--- src/rtl/coco_bank_mapper.sv ---
// coco_bank_mapper: banked cartridge ROM window mapper with a timed unlock sequence and ID/version readback
//   clock, reset             system clock, synchronous active-high reset
//   bus_valid                one-cycle strobe per completed CPU bus cycle
//   e_high, address, r_w     CPU bus phase, address and direction (1 = read)
//   data_in/data_out/data_oe register write data, readback data and its bus drive enable
//   _cts, _scs, _rom_enable  cartridge ROM select, I/O select and external ROM switch
//   _cts_out                 gated ROM select
//   baddress                 bank of the addressed window
//   _ce_flash, _ce_sram, _we memory chip enables and write enable
//   prog_armed               unlock sequence armed
module coco_bank_mapper #(
    parameter int         NUM_WINDOWS    = 2,
    parameter int         BANK_BITS      = 5,
    parameter logic [2:0] REG_BASE       = 3'b011,
    parameter int         UNLOCK_TIMEOUT = 16,
    parameter logic [3:0] FAMILY         = 4'h2,
    parameter logic [3:0] DEV_ID         = 4'h4,
    parameter logic [3:0] VERSION        = 4'h1
) (
    input  logic                 clock,
    input  logic                 reset,
    input  logic                 bus_valid,
    input  logic                 e_high,
    input  logic [15:0]          address,
    input  logic                 r_w,
    input  logic [7:0]           data_in,
    output logic [7:0]           data_out,
    output logic                 data_oe,
    input  logic                 _cts,
    input  logic                 _scs,
    input  logic                 _rom_enable,
    output logic                 _cts_out,
    output logic [BANK_BITS-1:0] baddress,
    output logic                 _ce_flash,
    output logic                 _ce_sram,
    output logic                 _we,
    output logic                 prog_armed
);
    localparam int WIN_LOG2 = NUM_WINDOWS == 4 ? 2 : NUM_WINDOWS == 2 ? 1 : 0;

    typedef enum logic [1:0] {IDLE = 2'd0, GOT_AA = 2'd1, ARMED = 2'd2} state_t;

    state_t               state, state_d;
    logic [7:0]           ctrl, ctrl_d, cnt, cnt_d;
    logic [BANK_BITS-1:0] bank [4];
    logic [BANK_BITS-1:0] bank_d [4];
    logic [3:0]           ram, ram_d;
    logic                 reg_sel, wr, ctrl_wr, lock, timeout, is_aa, keep_ctrl;
    logic [2:0]           idx;
    logic [1:0]           win;
    logic [7:0]           bank_rd;
    logic                 ce_mem;
    logic                 unused_addr;

    assign unused_addr = ^address[7:6];
    assign reg_sel     = !_scs && address[5:3] == REG_BASE;
    assign idx         = address[2:0];
    assign wr          = bus_valid && reg_sel && !r_w;
    assign lock        = ctrl[1];
    assign ctrl_wr     = wr && idx == 3'd0 && !lock;
    assign timeout     = cnt == 8'(UNLOCK_TIMEOUT - 1);
    assign is_aa       = data_in == 8'hAA;
    // $AA from IDLE/GOT_AA and $55 from GOT_AA advance the sequence without touching CTRL
    assign keep_ctrl   = is_aa || (state == GOT_AA && data_in == 8'h55);

    always_comb begin
        state_d = state;
        cnt_d   = cnt;
        ctrl_d  = ctrl;
        bank_d  = bank;
        ram_d   = ram;
        if (lock) begin
            state_d = IDLE;
            cnt_d   = '0;
        end else if (ctrl_wr) begin
            cnt_d = '0;
            if (state == ARMED) begin
                state_d = IDLE;
                ctrl_d  = data_in;
            end else begin
                state_d = is_aa ? GOT_AA : keep_ctrl ? ARMED : IDLE;
                ctrl_d  = keep_ctrl ? ctrl : {data_in[7:1], ctrl[0]};
            end
        end else if (bus_valid && state != IDLE) begin
            state_d = timeout ? IDLE : state;
            cnt_d   = timeout ? '0 : cnt + 8'd1;
        end
        for (int n = 0; n < NUM_WINDOWS; n++) begin
            if (!lock && wr && idx == 3'(4 + n)) begin
                bank_d[n] = data_in[BANK_BITS-1:0];
                ram_d[n]  = data_in[7];
            end
        end
    end

    always_ff @(posedge clock) begin
        if (reset) begin
            state <= IDLE;
            cnt   <= '0;
            ctrl  <= '0;
            ram   <= '0;
            for (int n = 0; n < 4; n++) bank[n] <= BANK_BITS'(n);
        end else begin
            state <= state_d;
            cnt   <= cnt_d;
            ctrl  <= ctrl_d;
            ram   <= ram_d;
            bank  <= bank_d;
        end
    end

    // windows beyond NUM_WINDOWS are never written and always read back as 0
    assign bank_rd  = {1'b0, idx[1:0]} < 3'(NUM_WINDOWS) ? ({ram[idx[1:0]], 7'd0} | 8'(bank[idx[1:0]])) : 8'd0;
    assign data_oe  = reg_sel && r_w && e_high;
    assign data_out = !data_oe   ? 8'd0 :
                      idx == 3'd0 ? ctrl :
                      idx == 3'd1 ? {FAMILY, DEV_ID} :
                      idx == 3'd2 ? {VERSION, 2'b00, 2'(WIN_LOG2)} :
                      idx == 3'd3 ? {6'd0, state} : bank_rd;

    // top WIN_LOG2 bits of the 14-bit cartridge offset pick the window
    assign win        = 2'(address[13:12] >> (2 - WIN_LOG2));
    assign baddress   = bank[win];
    assign ce_mem     = !_cts || (ctrl[0] && !r_w && address[15:14] == 2'b11 && address[15:8] != 8'hFF);
    assign _ce_flash  = !(ce_mem && !ram[win]);
    assign _ce_sram   = !(ce_mem && ram[win]);
    assign _we        = !(!r_w && e_high);
    assign _cts_out   = !(_rom_enable && !_cts);
    assign prog_armed = state == ARMED;
endmodule

--- config.mk ---
export PLATFORM = sky130hd
export DESIGN_NAME = coco_bank_mapper
export DESIGN_NICKNAME = d
export VERILOG_FILES = /design/src/rtl/coco_bank_mapper.sv
export SDC_FILE = /design/constraint.sdc
export NUM_CORES = 1
export LEC_CHECK = 0
export BUFFER_PORTS_ARGS = -buffer_cell sky130_fd_sc_hd__buf_4
export CORE_MARGIN = 2
export CORE_UTILIZATION = 40
export DETAILED_ROUTE_END_ITERATION = 16
export PLACE_DENSITY = 0.66
export SYNTH_ARGS = -nofsm -noshare
export SYNTH_HDL_FRONTEND = slang
export SYNTH_SLANG_ARGS = --single-unit
--- constraint.sdc ---
create_clock -name clock -period 1.9 [get_ports clock]
set_input_delay 0.095 -clock clock [delete_from_list [all_inputs] [get_ports clock]]
set_output_delay 0.095 -clock clock [all_outputs]
set_load 0.01 [all_outputs]
==> results by group, run 1 <==
Power and ir drop
  • VDD IR-drop max: 468 uV
  • Int Pwr: 992 uW
  • Sequential power share: 47.7%
  • Net Sw Frac: 24.9%
  • Power per cell area: 599 mW/mm2
  • Leakage dissipation: 0.000943 uW
  • Net Switching: 329 uW
  • Comb power frac: 10.8%
  • Part of the power in the clock network: 41.6%

Logic synthesis
  • Ys flop type: dfxtp_1
  • Yosys warns: 0
  • Syn_area_per_cell: 8.86 um2
  • Xor and xnor area share after synthesis: 3.66%
  • Seq cells post-synth: 30
  • Seq/Total Area, Yosys: 35.8%
  • Compound-Gate Fraction of Synth Area: 9.86%
  • Post-synth ARST share: 0%
  • Mapped Nets: 222
  • Adder-Cell Fraction of Synth Area: 0.747%
  • Synthesized cell area: 0.00168 mm2
  • Simple-gate share of the synthesized area: 29.8%
  • Synth area leaders: dfxtp_1 (36%), mux2i_1 (12%), nor2_1 (6.5%)
  • Leading area contributor after synthesis: dfxtp_1
  • Distinct cells, synth: 42
  • Post-synth top area share: 35.8%
  • Multiplexer share of the synthesized area: 17.3%
  • Post-Synthesis Cells: 189
  • Post-synth EDFFs: 0
  • Largest family of logic cells by synthesized area: simple AND/OR/NAND/NOR gates

Cells and area
  • Most common cell after layout, fill and taps aside: buf_4
  • Nets: 275
  • Most frequent cells in the layout: buf_4 (53), dfxtp_1 (30), nor2_1 (29), mux2i_1 (20), nand2b_1 (15)
  • Antenna cells: 0
  • Fraction of layout cells with a size suffix above 1: 30.9%
  • P&R area growth vs syn: 31.5%

Clock network
  • Worst skew pair latency: 280 ps
  • Post-cts resize count: 0
  • TritonCTS clock tree: yes
  • Deepest clock path buffer count: 2
  • H-tree depth: 2
  • CTS clock-pin slew for the worst setup and hold paths: 70 ps
  • # clock sinks: 30
  • Post-CTS setup buffers: 0
  • Hold_buf cts: 0
  • TritonCTS Buffers: 5
  • Clk Tree Root Cell: clkbuf_8

Worst setup path
  • CP required: 2060 ps
  • Crit path capture type: flop
  • WP data arrival: 1830 ps
  • Startpoint Class: flop
  • Critical path type: flop to flop
  • Worst Path Max Fanout: 6

Floorplan
  • Initial Utilization: 41.6%
  • Core ar.: 0.00403 mm2
  • Chip Height: 68.7 um
  • Cell Rows: 23
  • Ports: 51
  • DIE AREA: 0.00472 mm2
  • Die Span X: 68.7 um

STA
  • Worst-case clock skew: 5.85 ps
  • RSZ-0062 raised after global routing: no
  • Slew Limit Fails: 0
  • # setup viols final: 0
  • Hold Slack: 93.1 ps
  • Setup TNS: 0 ps
  • Hold Fails Final Rpt: 0
  • FMAX: 0.596 GHz
  • Clock period minus worst slack: 1680 ps
  • Worst-Margin Slew: 479 ps
  • Crit share post-route: 88.3%
  • Worst rel slew slack: 68.0%

Placement
  • GPL Wtd Cong: 0.789
  • Final HPWL DP: 3120 um
  • Port Buffers: 48

Outcome
  • Status: complete, no violations

Global routing
  • Global Route Usage Sum: 19.1%
  • Global route overflow: 0
  • Number of global-route vias before repair: 1449
  • Antenna violations before repair: 0
  • Largest net degree at the start of global routing: 29
  • First-pass GRT wire length: 6580 um

Run
  • Max-cap violations: 0

Detailed routing
  • Vias per inst: 5.28
  • Post-DRT Antenna Nets: 0
  • Post-DR wirelength/cell: 14.4 um
  • Post-Route WL: 4210 um
  • Detailed-route via count: 1546
  • Initial detailed-routing violation count: 98
  • DR pass1 iterations: 4
  • DRC: 0

Min path
  • Worst Hold Class: input pin to flop
## kinds of logic (layout without fill, tap and decap cells)
family                     after synthesis  count (layout)
buffers and inverters                   12              66
DFF                                     30              30
AOI/OAI and AO/OA                       23              23
muxes                                   28              28
adders and majority gates                1               1
xor gates and xnor gates                 7               7
and+or+nand+nor                         88              88
## cells in the mapped netlist, drive strengths merged, types with 2 or more instances
library cell   n
nand2b        15
nand4b         2
mux2i         20
a21oi          6
nor2          29
and3           3
nand2         11
clkbuf         5
mux2           8
buf            2
a31oi          2
nand3          4
nor4           4
nor2b          3
a211oi         2
nand4          6
xor2           2
o21ai          4
nor3           6
inv            5
xnor2          5
dfxtp         30
## critical path, cell delays in order, from the launching register on
cell	delay, ps
dfxtp_1	370
or4bb_1	570
nor4_4	320
a211oi_4	130
mux2i_1	150
## sequential cells by signal, indices dropped and copies added (netlist names)
name and flops:
state 2, cnt 8, bank 10, ctrl 8, ram 2
## area by class of cell
type	instances	area (um2)
Fill cell	395	1830
Multi-Input combinational cell	147	1030
Sequential cell	30	601
Timing Repair Buffer	53	398
Clock buffer	6	82.6
Tap cell	50	62.6
Inverter	5	18.8
Clock inverter	2	12.5
## stage by stage
step | cell area (um2) | cells | total power, uW | util (%) | setup WS [ps]
after CTS | 2200 | 293 | 1330 | 54.7 | 213
after global routing | 2200 | 293 | 1360 | 54.7 | 125
after detailed placement | 2110 | 285 | 786 | 52.3 | 228
after floorplan | 1680 | 189 | 704 | - | 351
after global placement | 2110 | 285 | 785 | 52.3 | 276
final | 2200 | 293 | 1320 | 54.7 | 222
## layer usage
layer / part of all wire [%] / track usage, % / vias up
met5: 0 / 0 / -
met4: 2.5 / 10.0 / 0
met3: 7.5 / 3.90 / 10
met2: 45 / 29.4 / 48
met1: 45 / 25.0 / 704
li1: - / - / 784
## final timing paths
path	startpoint	endpoint	slack, ps	depth (start not counted)
min reg2reg	ctrl[6]	ctrl[6]	480	2
max	state[1]	ctrl[5]	220	4
max reg2reg	state[1]	ctrl[5]	220	4
min	data_in[4]	bank[14]	90	3
## power groups by stage
stage	clock network (uW)	logic (uW)	registers [uW]
2_1_floorplan	0	60.8	644
3_3_place_gp	0	141	644
3_5_place_dp	0	142	644
4_1_cts	556	142	629
5_1_grt	575	156	629
6_report	549	142	629
Note: power is estimated with default switching activity, not from simulation.
==> run 2, diff against run 1 <==
- ABC_AREA: unset -> 1
- REMOVE_ABC_BUFFERS: unset -> 1
- SETUP_SLACK_MARGIN: unset -> 0.15
==> results by group, run 2 <==
Cells and area
  • Most common cell after layout, fill and taps aside: nand2_1
  • Layout Utilization: 54.6% (-0.079 points)
  • P&R area growth vs syn: 30.1%
  • Fraction of layout cells with a size suffix above 1: 22.6% (-8.3 points)
  • Largest register FFs: 10 (unchanged)
  • Reg with most FFs: bank
  • Most frequent cells in the layout: nand2_1 (63), buf_4 (49), inv_1 (41), nor2_1 (30), dfxtp_1 (30)
  • Top flop regs: bank (10), cnt (8), ctrl (8)
  • Antenna cells: 0 (unchanged)
  • Area of the multi-input gates: 905 um2 (-12%)
  • Nets: 342 (+24%)
  • Sequential Area: 601 um2 (unchanged)
  • Fillers: 404 (+2.3%)
  • Finished Layout Cells: 360 (+23%)

Clock network
  • Deepest clock path buffer count: 2 (unchanged)
  • TritonCTS clock tree: yes
  • H-tree depth: 2 (unchanged)
  • TritonCTS Buffers: 5 (unchanged)
  • CTS clock-pin slew for the worst setup and hold paths: 70 ps (about the same)
  • Clk Tree Root Cell: clkbuf_8
  • # clock sinks: 30 (unchanged)
  • Worst skew pair latency: 290 ps (about the same)

Detailed routing
  • Initial detailed-routing violation count: 70 (-29%)
  • Post-DR wirelength/cell: 12.1 um (-16%)
  • DRC: 0 (unchanged)
  • Vias per inst: 4.86 (-7.8%)
  • Detailed-route via count: 1751 (+13%)
  • Post-DRT Antenna Nets: 0 (unchanged)
  • DR pass1 iterations: 4 (unchanged)
  • Post-Route WL: 4360 um (+3.7%)

Logic synthesis
  • Distinct cells, synth: 33 (-21%)
  • Most frequent cell after synthesis: nand2_1
  • Synthesized cell area: 0.00170 mm2 (+1.6%)
  • Syn_area_per_cell: 6.63 um2 (-25%)
  • Post-synth top area share: 35.3% (-0.58 points)
  • Seq cells post-synth: 30 (unchanged)
  • Seq/Total Area, Yosys: 35.3% (-0.58 points)
  • Post-synth EDFFs: 0 (unchanged)
  • Yosys warns: 0 (unchanged)
  • Commonest cells in the netlist: nand2_1 (63), inv_1 (41), dfxtp_1 (30), nor2_1 (30), a21oi_1 (20)
  • Post-synth ARST share: 0% (unchanged)
  • Leading area contributor after synthesis: dfxtp_1
  • Post-Synthesis Cells: 257 (+36%)
  • Ys flop type: dfxtp_1
  • Synth area leaders: dfxtp_1 (35%), nand2_1 (14%), inv_1 (9.0%)

STA
  • Setup TNS: 0 ps (unchanged)
  • Hold Fails Final Rpt: 0 (unchanged)
  • FMAX: 0.683 GHz (+15%)
  • Crit share post-route: 77.1% (-11 points)
  • Worst-case clock skew: 10.4 ps (+4.53 ps)
  • RSZ-0062 raised after global routing: no
  • Worst-Margin Slew: 556 ps (+77.5 ps)
  • # setup viols final: 0 (unchanged)
  • Hold Slack: 46.7 ps (-46.5 ps)
  • Final Worst Setup Slack: 435 ps (+214 ps)
  • Slew Limit Fails: 0 (unchanged)
  • Clock period minus worst slack: 1460 ps (-214 ps)
  • Worst rel slew slack: 62.9% (-5.1 points)

Worst setup path
  • Crit path capture type: flop
  • WP data arrival: 1680 ps (-150 ps)
  • Slack of the worst reg-to-reg path: 440 ps (+210 ps)
  • Critical path type: flop to flop
  • Startpoint Class: flop
  • Worst Path Max Fanout: 12 (+6)
  • CP required: 2120 ps (+60 ps)

Outcome
  • Status: complete, no violations

Placement
  • Port Buffers: 48 (unchanged)
  • Final HPWL DP: 3360 um (+7.7%)
  • Post-Place Cells: 351 (+23%)
  • Place WS: 429 ps (+201 ps)
  • GPL Wtd Cong: 0.785 (-0.56%)

Power and ir drop
  • VDD IR-drop max: 365 uV (-22%)
  • Int Pwr: 1080 uW (+9.0%)
  • Comb power frac: 10.1% (-0.7 points)
  • Net Switching: 327 uW (-0.55%)
  • Net Sw Frac: 23.2% (-1.7 points)
  • Leakage dissipation: 0.00109 uW (+16%)
  • Power per cell area: 636 mW/mm2 (+6.0%)
  • Part of the power in the clock network: 45.1% (+3.5 points)
  • Sequential power share: 44.7% (-3.0 points)

Global routing
  • Global route overflow: 0 (unchanged)
  • Largest net degree at the start of global routing: 20 (-31%)
  • Global Route Usage Sum: 19.0% (-0.092 points)
  • First-pass GRT wire length: 7420 um (+13%)
  • Antenna violations before repair: 0 (unchanged)
  • Number of global-route vias before repair: 1633 (+13%)

Floorplan
  • Ports: 51 (unchanged)
  • Cell Rows: 23 (unchanged)
  • DIE AREA: 0.00479 mm2 (+1.5%)
  • Chip Height: 69.2 um (+0.77%)
  • Die Span X: 69.2 um (+0.77%)
  • Core ar.: 0.00406 mm2 (+0.71%)
  • Initial Utilization: 42.0% (+0.38 points)

Run
  • Max-cap violations: 0 (unchanged)

Min path
  • Worst Hold Class: input pin to flop
==> run 2: metal layers <==
metal / global-route usage [%] / part of all wire, % / vias up
li1: - / - / 926
met1: 26.8 / 50 / 757
met2: 28.3 / 42 / 61
met3: 3.92 / 7.0 / 7
met4: 7.41 / 1.4 / 0
met5: 0 / 0 / -
==> run 2: cell families (layout without fill, tap and decap cells) <==
family                     after synthesis  count (layout)  synth area share, %
DFF                                     30              30                 35.3
and+or+nand+nor                        120             120                 31.2
AOI/OAI and AO/OA                       50              50                 16.6
xor gates and xnor gates                 5               5                 2.57
muxes                                    3               3                 1.98
adders and majority gates                1               1                0.735
buffers and inverters                   48             101                 11.6
==> run 2: worst max-delay path, cell delays in order (launching register included) <==
cell     delay, ps
dfxtp_1        320
inv_1           70
nand2_1         50
nor2_1         110
nand2_2        140
nor2_2         400
o21ai_0        150
a21oi_1        150
==> run 2: area by class of cell <==
type	instances	area share [%]
inverter	43	7.28
timing repair buffer	50	17.1
clock buffer	5	3.11
tap	50	2.82
multi-input combinational	179	40.8
clock inverter	3	1.81
sequential	30	27.1
==> run 2: timing repair <==
action | 4_1_cts | 5_1_grt
hold endpoints to repair | 1 | 0
buffers inserted | 0 | 0
gates resized for setup | 0 | 0
hold buffers | 1 | 0
==> run 2: power by group through the flow <==
stage                     Combinational [uW]  Sequential [uW]  Clock (uW)
after floorplan                         56.9              644           0
after global placement                   141              644           0
after detailed placement                 141              644           0
after CTS                                143              630         644
after global routing                     159              630         666
final                                    143              630         636
==> run 2: worst paths after layout <==
kind / from / endpoint / depth (start not counted)
setup reg to reg: ctrl[1] / bank[11] / 7
hold reg to reg: ctrl[1] / ctrl[1] / 2
hold / removal: data_in[4] / ctrl[4] / 3
setup / recovery: ctrl[1] / bank[11] / 7
==> run 2: stage by stage <==
stage          power, uW  cell area, um2
4_1_cts             1420            2220
3_3_place_gp         785            2100
5_1_grt             1450            2220
2_1_floorplan        701            1670
3_5_place_dp         785            2100
6_report            1410            2220
==> run 3, diff against run 2 <==
- PLACE_DENSITY: 0.66 -> 0.68
- clock period: 1.9 -> 1.3 ns (I/O delays scaled with it)
==> results by group, run 3 (same netlist as run 2, synthesis figures left out) <==
Worst setup path
  • WP data arrival: 1540 ps (-140 ps)
  • RR Startpoint: ctrl[1]
  • Worst r2r dst: ctrl[2]
  • CP required: 1520 ps (-600 ps)
  • Crit path capture type: flop
  • CP max-delay cell: dfxtp_2
  • Cell Chain, Critical Path: inv_2 -> nand2_2 -> nor2_4 -> nand2_4 -> nor2_8 -> nand3_4 -> nand2_1 -> nand2_1 -> nor2_1
  • Worst Path Max Fanout: 6 (-6)
  • Worst reg-to-reg path cell count: 9 (+2)
  • Slack of the worst reg-to-reg path: -10 ps (-450 ps)
  • Most frequent cell on the critical path: nand2_1
  • Delay of the slowest critical-path stage: 320 ps (-80 ps)
  • Startpoint Class: flop
  • Critical path type: flop to flop

Detailed routing
  • DRC: 0 (unchanged)
  • Detailed-route via count: 1996 (+14%)
  • Post-DRT Antenna Nets: 0 (unchanged)
  • Initial detailed-routing violation count: 93 (+33%)
  • Post-DR wirelength/cell: 13.2 um (+8.5%)
  • Post-Route WL: 5230 um (+20%)
  • Vias per inst: 5.02 (+3.1%)
  • DR pass1 iterations: 4 (unchanged)

Power and ir drop
  • Power per cell area: 698 mW/mm2 (+9.8%)
  • VDD IR-drop max: 552 uV (+51%)
  • Pwr Total: 1970 uW (+40%)
  • Leakage dissipation: 0.00131 uW (+20%)

STA
  • FMAX: 0.761 GHz (+11%)
  • Clock period minus worst slack: 1310 ps (-150 ps)
  • Worst-case clock skew: 11.5 ps (+1.14 ps)
  • Hold Fails Final Rpt: 0 (unchanged)
  • Worst-Margin Slew: 707 ps (+151 ps)
  • Crit share post-route: 101% (+24 points)
  • Final Worst Setup Slack: -14.4 ps (-450 ps)
  • RSZ-0062 raised after global routing: yes
  • Slew Limit Fails: 0 (unchanged)
  • Worst rel slew slack: 52.8% (-10 points)
  • # setup viols final: 1 (+1)
  • Setup TNS: -14.4 ps (-14.4 ps)

Cells and area
  • Most common cell after layout, fill and taps aside: buf_4
  • P&R area growth vs syn: 65.8%
  • Most frequent cells in the layout: buf_4 (71), nand2_1 (57), inv_1 (32), nor2_1 (23), dfxtp_2 (17)
  • Nets: 380 (+11%)
  • Top flop regs: bank (10), cnt (8), ctrl (8)
  • Largest register FFs: 10 (unchanged)
  • Antenna cells: 0 (unchanged)
  • Reg with most FFs: bank
  • Sequential Area: 629 um2 (+4.8%)
  • Layout Utilization: 69.6% (+15 points)
  • Fraction of layout cells with a size suffix above 1: 52.3% (+30 points)
  • Fillers: 329 (-19%)
  • Post-route cell area: 0.00282 mm2 (+27%)
  • Area of the multi-input gates: 0.00118 mm2 (+30%)

Placement
  • Final HPWL DP: 3380 um (+0.73%)
  • GPL Wtd Cong: 0.799 (+1.8%)
  • Placed Area: 0.00224 mm2 (+6.8%)
  • Port Buffers: 48 (unchanged)

Global routing
  • Global Route Usage Sum: 21.7% (+2.7 points)
  • Number of global-route vias before repair: 1873 (+15%)
  • Global route overflow: 0 (unchanged)
  • Largest net degree at the start of global routing: 18 (-10%)
  • First-pass GRT wire length: 8540 um (+15%)
  • Antenna violations before repair: 0 (unchanged)

Outcome
  • Status: finished with violations
  • Failing checks: setup timing

Clock network
  • # clock sinks: 30 (unchanged)
  • Clk Tree Root Cell: clkbuf_8
  • TritonCTS clock tree: yes
  • CTS clock-pin slew for the worst setup and hold paths: 70 ps (about the same)
  • Deepest clock path buffer count: 2 (unchanged)
  • TritonCTS Buffers: 5 (unchanged)
  • H-tree depth: 2 (unchanged)
  • Worst skew pair latency: 290 ps (about the same)

Floorplan
  • Cell Rows: 23 (unchanged)
  • Die Span X: 69.2 um (unchanged)
  • Initial Utilization: 42.0% (unchanged)
  • DIE AREA: 0.00479 mm2 (unchanged)
  • Core ar.: 0.00406 mm2 (unchanged)
  • Ports: 51 (unchanged)
  • Chip Height: 69.2 um (unchanged)

Min path
  • Min-Delay Path Depth: 3 (unchanged)
  • Worst Hold Class: input pin to flop
  • Sink of the worst hold path: ctrl[6]
  • Hold_sp: data_in[6]

Run
  • Max-cap violations: 0 (unchanged)
-- run 3: cell count changes in the layout (fill, tap and decap cells not counted), sizes merged --
cell / before / now
buf: 49 / 85
clkbuf: 5 / 8
bufinv: 1 / 0
clkinv: 2 / 1
nand3: 13 / 14
-- run 3: worst max path at each step --
stage | startpoint | to | slack (ps) | cells after the start
CTS | bank[10] | data_out[0] | -30 | 5
finish | ctrl[1] | ctrl[2] | -10 | 9
global route | ctrl[1] | ctrl[2] | -100 | 9
floorplan | ctrl[1] | bank[15] | -10 | 7
global placement | cnt[0] | state[1] | -20 | 6
detailed placement | ctrl[1] | ctrl[2] | -40 | 8
-- run 3: final cells by class --
class                      instances  share of cell area, %
inverter                          43                   5.72
sequential                        30                   22.3
timing repair buffer              87                   24.9
tap                               50                   2.22
multi-input combinational        180                   41.7
clock inverter                     1                  0.177
clock buffer                       7                   3.06
-- run 3: per-stage QoR --
step                std cells  worst slack (ps)  hold WS [ps]
finish                    398             -14.4          9.99
floorplan                 252             -11.3           134
CTS                       391             -33.5          9.23
global route              398              -105          30.7
detailed placement        370             -42.2           247
global placement          370             -15.4           243
-- run 3: where the power goes --
part	switching (uW)	total (uW)	internal [uW]
Clock	360	787	427
Sequential	0.904	917	916
Combinational	143	267	124
-- run 3: per-layer routing --
layer	share of wire (%)	global-route usage [%]	vias up	wire length, um
met1	47	30.6	917	2450
met5	0	0	-	0
met3	7.4	5.38	8	386
met2	44	32.7	62	2330
met4	1.4	6.75	0	74
li1	-	-	1009	-
-- run 3: worst max-delay path, delay by kind of cell (launching register included) --
family        cells  cell delay (ps)
flops             1              320
simple gates      8              880
buf+inv           1               60
-- run 3: repair_timing --
item	4_1_cts	5_1_grt
endpoints found under the hold margin	1	0
cloned	3	0
hold buffers	1	0
gates resized for setup	65	54
pin swaps	19	26
buffers inserted	9	7
endpoints found under the setup margin	40	42
